==> src/rtl/hex7seg_pkg.sv <==
// hex7seg_pkg: segment code table, idle patterns and receiver state encodings
package hex7seg_pkg;
    localparam logic [15:0][6:0] SEG_CODE = {
        7'h0E, 7'h06, 7'h21, 7'h46, 7'h03, 7'h08, 7'h10, 7'h00,
        7'h78, 7'h02, 7'h12, 7'h19, 7'h30, 7'h24, 7'h79, 7'h40
    };
    localparam logic [6:0] SEG_BLANK = 7'h7F;
    localparam logic [3:0] AN_NONE = 4'hF;
    localparam logic [0:0] ST_HUNT = 1'b0;
    localparam logic [0:0] ST_COLLECT = 1'b1;
endpackage

==> src/rtl/seg7_decode.sv <==
// seg7_decode: active-low seven-segment pattern to hex nibble, code_ok low on unknown patterns
module seg7_decode
    import hex7seg_pkg::*;
(
    input  logic [6:0] a_to_g,
    output logic [3:0] nibble,
    output logic       code_ok
);
    // table lookup; an unknown pattern leaves nibble 0 and code_ok low
    always_comb begin
        nibble = 4'd0;
        code_ok = 1'b0;
        for (int i = 0; i < 16; i++)
            if (a_to_g == SEG_CODE[i]) begin
                nibble = 4'(i);
                code_ok = 1'b1;
            end
    end
endmodule

==> src/rtl/hex7seg_rx.sv <==
// hex7seg_rx: multiplexed seven-segment bus receiver; HEX7SEG_RX_SYNC_EN adds a 2-flop input synchronizer
module hex7seg_rx
    import hex7seg_pkg::*;
#(
    parameter int STABLE_CYC = 2,
    parameter int TIMEOUT_CYC = 1024
) (
    input  logic        cclk,
    input  logic        clr_n,
    input  logic [6:0]  a_to_g,
    input  logic [7:0]  an,
    input  logic        dp,
    output logic [15:0] x,
    output logic [3:0]  blank,
    output logic        valid,
    output logic        frame_err,
    output logic        locked
);
    localparam logic [3:0] SC = 4'(STABLE_CYC);
    localparam logic [15:0] TC = 16'(TIMEOUT_CYC - 1);
    localparam logic [11:0] IDLE = {AN_NONE, SEG_BLANK, 1'b1};

    logic [11:0] din, smp;
    logic [3:0] run, low, seen, nib;
    logic [1:0] k;
    logic [15:0] acc, tcnt;
    logic hit, ok, one, multi, digit, dig0, bad, lead, err, unused_an;
    logic [0:0] st;

    assign unused_an = ^an[7:4];

`ifdef HEX7SEG_RX_SYNC_EN
    logic [11:0] s1, s2;
    // two-flop synchronizer for a bus driven from another clock domain
    always_ff @(posedge cclk or negedge clr_n) begin
        if (!clr_n) begin
            s1 <= IDLE;
            s2 <= IDLE;
        end else begin
            s1 <= {an[3:0], a_to_g, dp};
            s2 <= s1;
        end
    end
    assign din = s2;
`else
    assign din = {an[3:0], a_to_g, dp};
`endif

    // register the bus and accept a slot once, when its run reaches STABLE_CYC
    always_ff @(posedge cclk or negedge clr_n) begin
        if (!clr_n) begin
            smp <= IDLE;
            run <= 4'd0;
            hit <= 1'b0;
        end else begin
            smp <= din;
            run <= din != smp ? 4'd1 : run < SC ? run + 4'd1 : run;
            hit <= din != smp ? SC == 4'd1 : run + 4'd1 == SC;
        end
    end

    seg7_decode u_dec (.a_to_g(smp[7:1]), .nibble(nib), .code_ok(ok));

    assign low = ~smp[11:8];
    assign one = low != 4'd0 && (low & (low - 4'd1)) == 4'd0;
    assign multi = hit && low != 4'd0 && !one;
    assign digit = hit && one;
    assign dig0 = digit && low[0];
    assign k = low[3] ? 2'd3 : low[2] ? 2'd2 : low[1] ? 2'd1 : 2'd0;
    assign bad = !ok || !smp[0];
    assign lead = (seen[2] && !seen[1]) || (seen[3] && !(seen[1] && seen[2]));

    // frame assembly: hunt for digit 0, collect digits, publish on the next digit 0
    always_ff @(posedge cclk or negedge clr_n) begin
        if (!clr_n) begin
            st <= ST_HUNT;
            acc <= 16'd0;
            seen <= 4'd0;
            err <= 1'b0;
            tcnt <= 16'd0;
            x <= 16'd0;
            blank <= 4'd0;
            valid <= 1'b0;
            frame_err <= 1'b0;
            locked <= 1'b0;
        end else begin
            valid <= 1'b0;
            tcnt <= hit ? 16'd0 : tcnt + 16'd1;
            if (!hit && tcnt == TC) begin
                tcnt <= 16'd0;
                locked <= 1'b0;
                st <= ST_HUNT;
            end else if (st == ST_HUNT) begin
                if (dig0) begin
                    acc <= {12'd0, nib};
                    seen <= 4'b0001;
                    err <= bad;
                    st <= ST_COLLECT;
                end
            end else if (dig0) begin
                x <= acc & {{4{seen[3]}}, {4{seen[2]}}, {4{seen[1]}}, {4{seen[0]}}};
                blank <= ~seen & 4'b1110;
                frame_err <= err || lead;
                valid <= 1'b1;
                locked <= 1'b1;
                acc <= {12'd0, nib};
                seen <= 4'b0001;
                err <= bad;
            end else if (digit) begin
                acc[{k, 2'b00} +: 4] <= nib;
                seen[k] <= 1'b1;
                err <= err || bad || seen[k];
            end else if (multi) begin
                err <= 1'b1;
            end
        end
    end
endmodule
==> config.mk <==
export PLATFORM = sky130hd
export DESIGN_NAME = hex7seg_rx
export DESIGN_NICKNAME = d
export VERILOG_FILES = /design/src/rtl/hex7seg_pkg.sv /design/src/rtl/seg7_decode.sv /design/src/rtl/hex7seg_rx.sv
export SDC_FILE = /design/constraint.sdc
export NUM_CORES = 1
export LEC_CHECK = 0
export CELL_PAD_IN_SITES_DETAIL_PLACEMENT = 1
export CELL_PAD_IN_SITES_GLOBAL_PLACEMENT = 1
export CORE_MARGIN = 3
export CORE_UTILIZATION = 40
export CTS_BUF_LIST = sky130_fd_sc_hd__clkbuf_16
export CTS_CLUSTER_DIAMETER = 200
export CTS_CLUSTER_SIZE = 16
export DETAILED_ROUTE_END_ITERATION = 6
export GPL_TIMING_DRIVEN = 0
export PLACE_DENSITY = 0.75
export SLEW_MARGIN = 20
export SYNTH_ARGS = -nofsm -noshare
export SYNTH_HDL_FRONTEND = slang
export SYNTH_HIERARCHICAL = 1
export SYNTH_SLANG_ARGS = --single-unit
export TNS_END_PERCENT = 100
==> constraint.sdc <==
create_clock -name cclk -period 2.7 [get_ports cclk]
set_input_delay 0.54 -clock cclk [delete_from_list [all_inputs] [get_ports cclk]]
set_output_delay 0.54 -clock cclk [all_outputs]
set_load 0.01 [all_outputs]
==> results of run 1 <==
[stage by stage]
step,hold slack (ps),cell area [um^2],utilization,cells
6_report,229,4630,0.499,571
5_1_grt,268,4630,0.499,571
4_1_cts,251,4630,0.498,571
3_5_place_dp,471,4360,0.470,556
3_3_place_gp,462,4340,0.468,555
2_1_floorplan,244,3830,-,391
[sequential cells by signal (all words and copies together) (netlist names)]
name / count
hit: 1
st: 1
seen: 4
tcnt: 16
blank: 3
acc: 16
locked: 1
x: 16
frame_err: 1
run: 4
valid: 1
smp: 12
err: 1
[worst paths after layout]
check                      cells past startpoint  slack, ps            startpoint                   end
min reg2reg                                    2        480  blank[1]$_DFFE_PN0P_  blank[1]$_DFFE_PN0P_
min in group cclk                              2        480  blank[1]$_DFFE_PN0P_  blank[1]$_DFFE_PN0P_
max                                            8        220      smp[1]$_DFF_PN1_       err$_DFFE_PN0P_
min                                            1        230                 clr_n      x[2]$_DFFE_PN0P_
max in group asynchronous                      2       1890                 clr_n     tcnt[5]$_DFF_PN0_
max reg2reg                                    8        220      smp[1]$_DFF_PN1_       err$_DFFE_PN0P_
[where the power goes]
group          switching [mW]  internal [mW]  total, mW
clock                   0.472          0.617       1.09
combinational           0.141          0.114      0.255
sequential             0.0742           1.22       1.29
[layer usage]
metal  up-vias  track usage
met3        14       0.0286
met4         0       0.0446
met2        49        0.290
met1      1390        0.227
li1       1436            -
met5         -            0
[final cells by class]
| cell class | instances | area, um^2 |
|---|---|---|
| fillers | 1058 | 4650 |
| flip-flops and latches | 77 | 1940 |
| multi-input cells | 281 | 1740 |
| repair buffers | 36 | 368 |
| clock buffers | 9 | 225 |
| well taps | 129 | 161 |
| plain buffers | 20 | 103 |
| inverters | 13 | 48.8 |
| clock inverters | 6 | 41.3 |
[placed cells by master, fill, tap and decap left out, drive strengths merged, types with 5 or more instances in the layout]
cell type	synthesis	routed
nand3	13	13
nor3	6	6
clkdlybuf4s50	0	34
xnor2	20	20
and3	8	8
xor2	12	12
a21oi	11	11
dfstp	12	12
a22o	10	10
mux2i	10	10
inv	13	15
ha	7	7
nand2	67	67
buf	10	12
nor3b	5	5
dfrtp	65	65
nand4	6	6
o21a	5	5
nor2	30	30
clkbuf	10	19
o21ai	25	25
[cells by family (layout without fill, tap and decap cells)]
kind of cell,Yosys count,count (layout)
other,1,1
flip-flops,77,77
adder cells (fa/ha/maj),7,7
buffers and inverters,33,84
XOR/XNOR,32,32
AO/OA/AOI/OAI,65,65
multiplexers,10,10
AND/OR/NAND/NOR,166,166
[repair_timing]
| action | in CTS | in global routing |
|---|---|---|
| endpoints found under the hold margin | 0 | 0 |
| resized for setup | 0 | 2 |
| setup endpoints to repair | 0 | 3 |
==> summary.md, run 1 <==
The flow ran to the end, and the final reports show no timing, DRC or antenna violations. The number of vias per cell came out at 5.06. Number of placement rows: 35. At the worst endpoint, the required time is 2950 ps. The routed layout has 2889 vias. The count of input and output buffers was 35. Ranked by instance count, the synthesized netlist is headed by nand2_1 (67), dfrtp_1 (65), nor2_1 (30). The tools report the total global routing overflow as 0. The tools report the initial core utilization as 0.413. The fraction of the mapped netlist area in adder cells was 0.0229. The highest metal layer carrying signal wires in the routed design is met4.

For this run, the number of Yosys warnings is 6. The tools report the number of global-route vias before repair as 3065. The area share of the leading cell type in the synthesized netlist was 0.425; the global-route wire length before repair was 15100 um. The post-synthesis compound-gate area fraction is 0.112, and the worst clock skew is 6.78 ps. After synthesis, the netlist uses 58 different library cells.

Share of synthesized cell area in and, or, nand and nor gates: 0.219. Yosys attributes the largest share of cell area to dfrtp_1 (42%), dfstp_2 (8.2%), nand2_1 (6.6%). At the worst endpoint, the arrival time is 2730 ps. The parity-gate share of the synthesized area counting xor and xnor cells works out to 0.0732. Before antenna repair, the detailed router went through 6 iterations.

The classification of the worst setup path is flip-flop to flip-flop. The fraction of the cycle the final worst path needs works out to 0.918. The placer's final routability congestion estimate was 0.869; the largest net degree at the start of global routing was 48.

The TritonCTS buffer count was 9. Setup repair after global routing left no endpoint under its margin. By instance count, the leading cell after synthesis is nand2_1.

The root buffer cell chosen for the clock tree is clkbuf_16. Clock tree synthesis found a total of 77 sinks. Shortest period the worst path allows: 2480 ps. The worst-case IR drop observed on VDD is 0.000361 V. The synthesized netlist net count came out at 416. In the post-route analysis, the smallest setup slack over all paths is 221 ps. The largest fanout on the critical path works out to 10. The design draws 2.64 mW. The count of endpoints failing setup in the final report is 0, and the maximum operating frequency is 403 MHz. In this run, synthesis inferred 0 flip-flops with an integrated enable.

The clock-pin slew of the registers on the worst-case setup and hold paths was 60 ps; the sequential element share of the synthesized area was 0.507. The run gives 150 as the detailed router's first-iteration violation count. In the final routed layout, each cell accounts on average for 15.5 um. In this run, post-CTS hold repair placed 0 buffers.

Summed over all layers, the routed wires come to 8860 um. Clock latency on the worst-skew pair, taken at its later pin, is 330 ps. The element type at the critical path start was a flip-flop.

Half-perimeter wire length after placement: 6390 um. The number of buffers and inverters on the critical path was 1; the mapped cell area was 0.00383 mm^2. The hold violation total from the final report was 0; the antenna violation net count after detailed routing was 0. For the final max-slew violation count, the log shows 0. The leakage dissipation was 1.98 nW. The run gives 0.496 as the worst relative slew slack. TritonCTS built the clock tree. The die covers 0.0108 mm^2. The fraction of layout cells with a size suffix above 1 was 0.115; the share of async-settable or async-resettable flops after synthesis was 1.00.

Compared with the post-synthesis result, the final layout area differs by 20.9%. In this run the vertical extent of the chip is 104 um. Counting flops and latches in the post-synthesis netlist gives 77. 0 antenna diodes ended up in the layout. Before CTS, the worst setup slack after placement is 131 ps. For the post-route setup TNS, the log shows 0 ps. The multiplexer share of the synthesized area works out to 0.0261. The initial antenna violation count is 0. The most used flip-flop cell after synthesis is dfrtp_1. The delay of the slowest critical-path stage is 570 ps. Cell type contributing the most total cell area after synthesis: dfrtp_1.

Overall fraction of global-route tracks in use: 0.171. STA classifies the critical path endpoint as a flip-flop. The final layout contains 463 nets. The power per cell area was 569 mW/mm^2; the count of unresolved DRC violations after routing was 0.

The total setup buffers inserted after CTS came out at 0. The tightest min-delay check is of the input port to async pin type. The kind of cell with the highest combined delay along the critical path is simple AND/OR/NAND/NOR gates. After detailed routing, the met3 layer carries 210 um of wire. Across the run, the number of max-cap violations was 0. After detailed routing, the met2 layer carries 4360 um of wire.

The mean cell area of the mapped netlist came out at 9.80 um^2. The largest family of logic cells by synthesized area was simple AND/OR/NAND/NOR gates. The clock passes through at most 2 buffers.

The width of the chip came out at 104 um. The number of cells produced by synthesis is 391, and the sum of routed wire segments on met1 is 4160 um. Walking the worst path, the cells encountered are buf_2, mux2i_1, o221ai_2, or4_1, nand2_1, o22ai_1, a31o_2, a21oi_1.

41 I/O pins were placed. The actual transition at the worst max-transition pin works out to 744 ps. The H-tree was split into 3 levels. The slowest stage of the critical path belongs to the cell dfstp_2. The tools report the core outline area as 0.00928 mm^2.
Power figures use the tool's default switching activity.
==> inputs of run 2 (changes only) <==
Settings changed: SLEW_MARGIN 20 to not set.
==> summary.md, run 2 (same netlist as run 1, synthesis figures left out) <==
The leakage dissipation was 1.98 nW (about the same). For the final max-slew violation count, the log shows 0 (unchanged). The count of unresolved DRC violations after routing was 0 (unchanged).

The number of inserted diodes was 0 (unchanged). The element type at the critical path start is a flip-flop (unchanged). The detailed router's first-iteration violation count was 172 (was 150); the largest fanout on the critical path was 10 (unchanged). The number of vias per cell is 5.09 (was 5.06), and the buffer depth of the longest clock path is 2 (unchanged).

The highest-delay cell along the critical path is dfstp_2 (unchanged). Worst relative slew slack: 0.504 (was 0.496). The shortest period the worst path allows was 2470 ps (was 2480 ps).

The tools report the number of placement rows as 35 (unchanged). The clock-pin slew of the registers on the worst-case setup and hold paths was 60 ps (about the same); the internal portion of total power was 1.95 mW (about the same). The run gives 2960 ps (was 2950 ps) as the data required time at the worst endpoint. The number of optimization iterations in the first detailed-route pass is 4 (was 6). The delay of the slowest critical-path stage was 570 ps (about the same). The cell count along the critical path came out at 8 (unchanged). The register-to-register path setup slack was 230 ps (was 220 ps). The fraction of layout cells with a size suffix above 1 was 0.115 (unchanged); the power per cell area was 567 mW/mm^2 (was 569 mW/mm^2). The logs give 3 (unchanged) for the H-tree depth and 0 (unchanged) for the count of endpoints failing setup in the final report. Share of total power consumed by net switching: 0.260 (was 0.261). Height of the chip: 104 um (unchanged). The classification of the worst-slack hold path was input port to async pin (unchanged). The number of max-cap violations was 0 (unchanged). Registers with the most flip-flops: acc: 16 flops, tcnt: 16 flops, x: 16 flops (unchanged). Area enclosed by the die boundary: 0.0108 mm^2 (unchanged). Endpoint class of the critical path: a flip-flop (unchanged). The classification of the worst setup path is flip-flop to flip-flop (unchanged).

The data arrival time of the critical path came out at 2720 ps (was 2730 ps). The combinational share of power was 0.098 (was 0.097). The relative area change from synthesis to final layout is 21.1% (was 20.9%).

TritonCTS built the clock tree. The width of the chip works out to 104 um (unchanged). The fraction of the cycle the final worst path needs works out to 0.913 (was 0.918). Most used cells in the layout excluding fill and tap cells: nand2_1 (67), dfrtp_1 (65), clkdlybuf4s50_1 (34) (unchanged).

The placer's final routability congestion estimate came out at 0.869 (unchanged). The tools report the terminus of the critical flop-to-flop path as err$_DFFE_PN0P_ (unchanged). The largest net degree at the start of global routing is 73 (was 48), and the global-route wire length before repair is 15300 um (was 15100 um). The worst clock skew was 5.88 ps (was 6.78 ps). The logic depth of the worst register-to-register path was 8 (unchanged).

The overall fraction of global-route tracks in use was 0.172 (was 0.171); the initial core utilization was 0.413 (unchanged). The tools report the clock root buffer as clkbuf_16 (unchanged). The run gives 0.000292 V (was 0.000361 V) as the worst vdd rail ir drop.

Ordered list of cells on the worst path: buf_2, mux2i_1, o221ai_2, or4_1, nand2_1, o22ai_1, a31o_2, a21oi_1 (unchanged). For the initial antenna violation count, the log shows 0 (unchanged). The flow ran to the end, and the final reports show no timing, DRC or antenna violations. For the final worst hold slack, the log shows 16.1 ps (was 229 ps).

The logs give 0 (unchanged) for the total global routing overflow and 0.684 mW (was 0.688 mW) for the net switching power figure. The total power draw came out at 2.63 mW (was 2.64 mW). The tools report the hold violation total from the final report as 0 (unchanged). For the latest clock arrival within the worst-skew pair, the log shows 330 ps (about the same). The gate family responsible for the most delay along the worst path is simple AND/OR/NAND/NOR gates (unchanged). The actual transition at the worst max-transition pin is 733 ps (was 744 ps).

The total number of vias is 2908 (was 2889), and the count of input and output buffers is 35 (unchanged). The worst reg2reg path startpoint was smp[1]$_DFF_PN1_ (unchanged). The run gives 77 (unchanged) as the clock sink count. The TritonCTS buffer count came out at 9 (unchanged). The final net count is 463 (unchanged), and the routed length per placed instance is 15.5 um (about the same). The post-detailed-routing wire length was 8860 um (about the same). The number of global-route vias before repair is 3124 (was 3065), and the antenna violation net count after detailed routing is 0 (unchanged). The maximum operating frequency came out at 406 MHz (was 403 MHz).

The clock share of power is 0.412 (was 0.413). The half-perimeter wire length after placement is 6330 um (was 6390 um), and the share of total power in sequential cells is 0.490 (about the same). Most common cell after layout, fill and taps aside: nand2_1 (unchanged).

The number of buffers and inverters on the critical path is 1 (unchanged), and the fraction of the core area covered by cells at the end of the flow is 0.500 (was 0.499). The number of ports placed on the die boundary was 41 (unchanged); the core outline area was 0.00928 mm^2 (unchanged). Setup repair after global routing left no endpoint under its margin.
==> run 2: cell counts in the layout (fill, tap and decap cells not counted) <==
No cell type changed its count.
==> run 2: per-stage QoR <==
step	cells	cell area (um^2)	setup WS, ps	TNS (ps)
2_1_floorplan	391	3830	491	0
3_3_place_gp	555	4340	-1550	-108400
3_5_place_dp	556	4370	138	0
4_1_cts	571	4630	129	0
5_1_grt	571	4640	117	0
6_report	571	4640	234	0
==> run 2: metal layers <==
layer	track usage	vias up	wire length, um
li1	-	1443	-
met4	0.0427	0	87
met5	0	-	0
met1	0.226	1413	4050
met3	0.0267	10	226
met2	0.299	42	4500
==> run 2: worst max-delay path by stage <==
| stage | startpoint | to | slack [ps] |
|---|---|---|---|
| 6_report | smp[1]$_DFF_PN1_ | err$_DFFE_PN0P_ | 230 |
| 5_1_grt | smp[1]$_DFF_PN1_ | err$_DFFE_PN0P_ | 120 |
| 4_1_cts | smp[1]$_DFF_PN1_ | err$_DFFE_PN0P_ | 130 |
| 3_5_place_dp | smp[1]$_DFF_PN1_ | err$_DFFE_PN0P_ | 140 |
| 3_3_place_gp | clr_n | tcnt[0]$_DFF_PN0_ | -1550 |
| 2_1_floorplan | smp[5]$_DFF_PN1_ | err$_DFFE_PN0P_ | 490 |
==> run 2: timing repair <==
item,in CTS,in global routing
buffers inserted,0,0
endpoints found under the setup margin,0,3
resized for setup,0,2
hold buffers,0,0
==> run 2: final cells by class <==
cell class / count / area [um^2]
timing repair buffer: 36 / 375
inverter: 13 / 48.8
multi-input combinational: 281 / 1740
clock buffer: 9 / 225
tap: 129 / 161
sequential: 77 / 1940
fill: 1071 / 4640
buffer: 20 / 103
clock inverter: 6 / 41.3
==> run 2: power groups by stage <==
stage | clock network (mW) | registers [mW] | logic, mW
floorplan | 0 | 1.29 | 0.168
global placement | 0 | 1.31 | 0.240
detailed placement | 0 | 1.31 | 0.256
CTS | 1.12 | 1.29 | 0.260
global route | 1.16 | 1.30 | 0.292
finish | 1.08 | 1.29 | 0.257
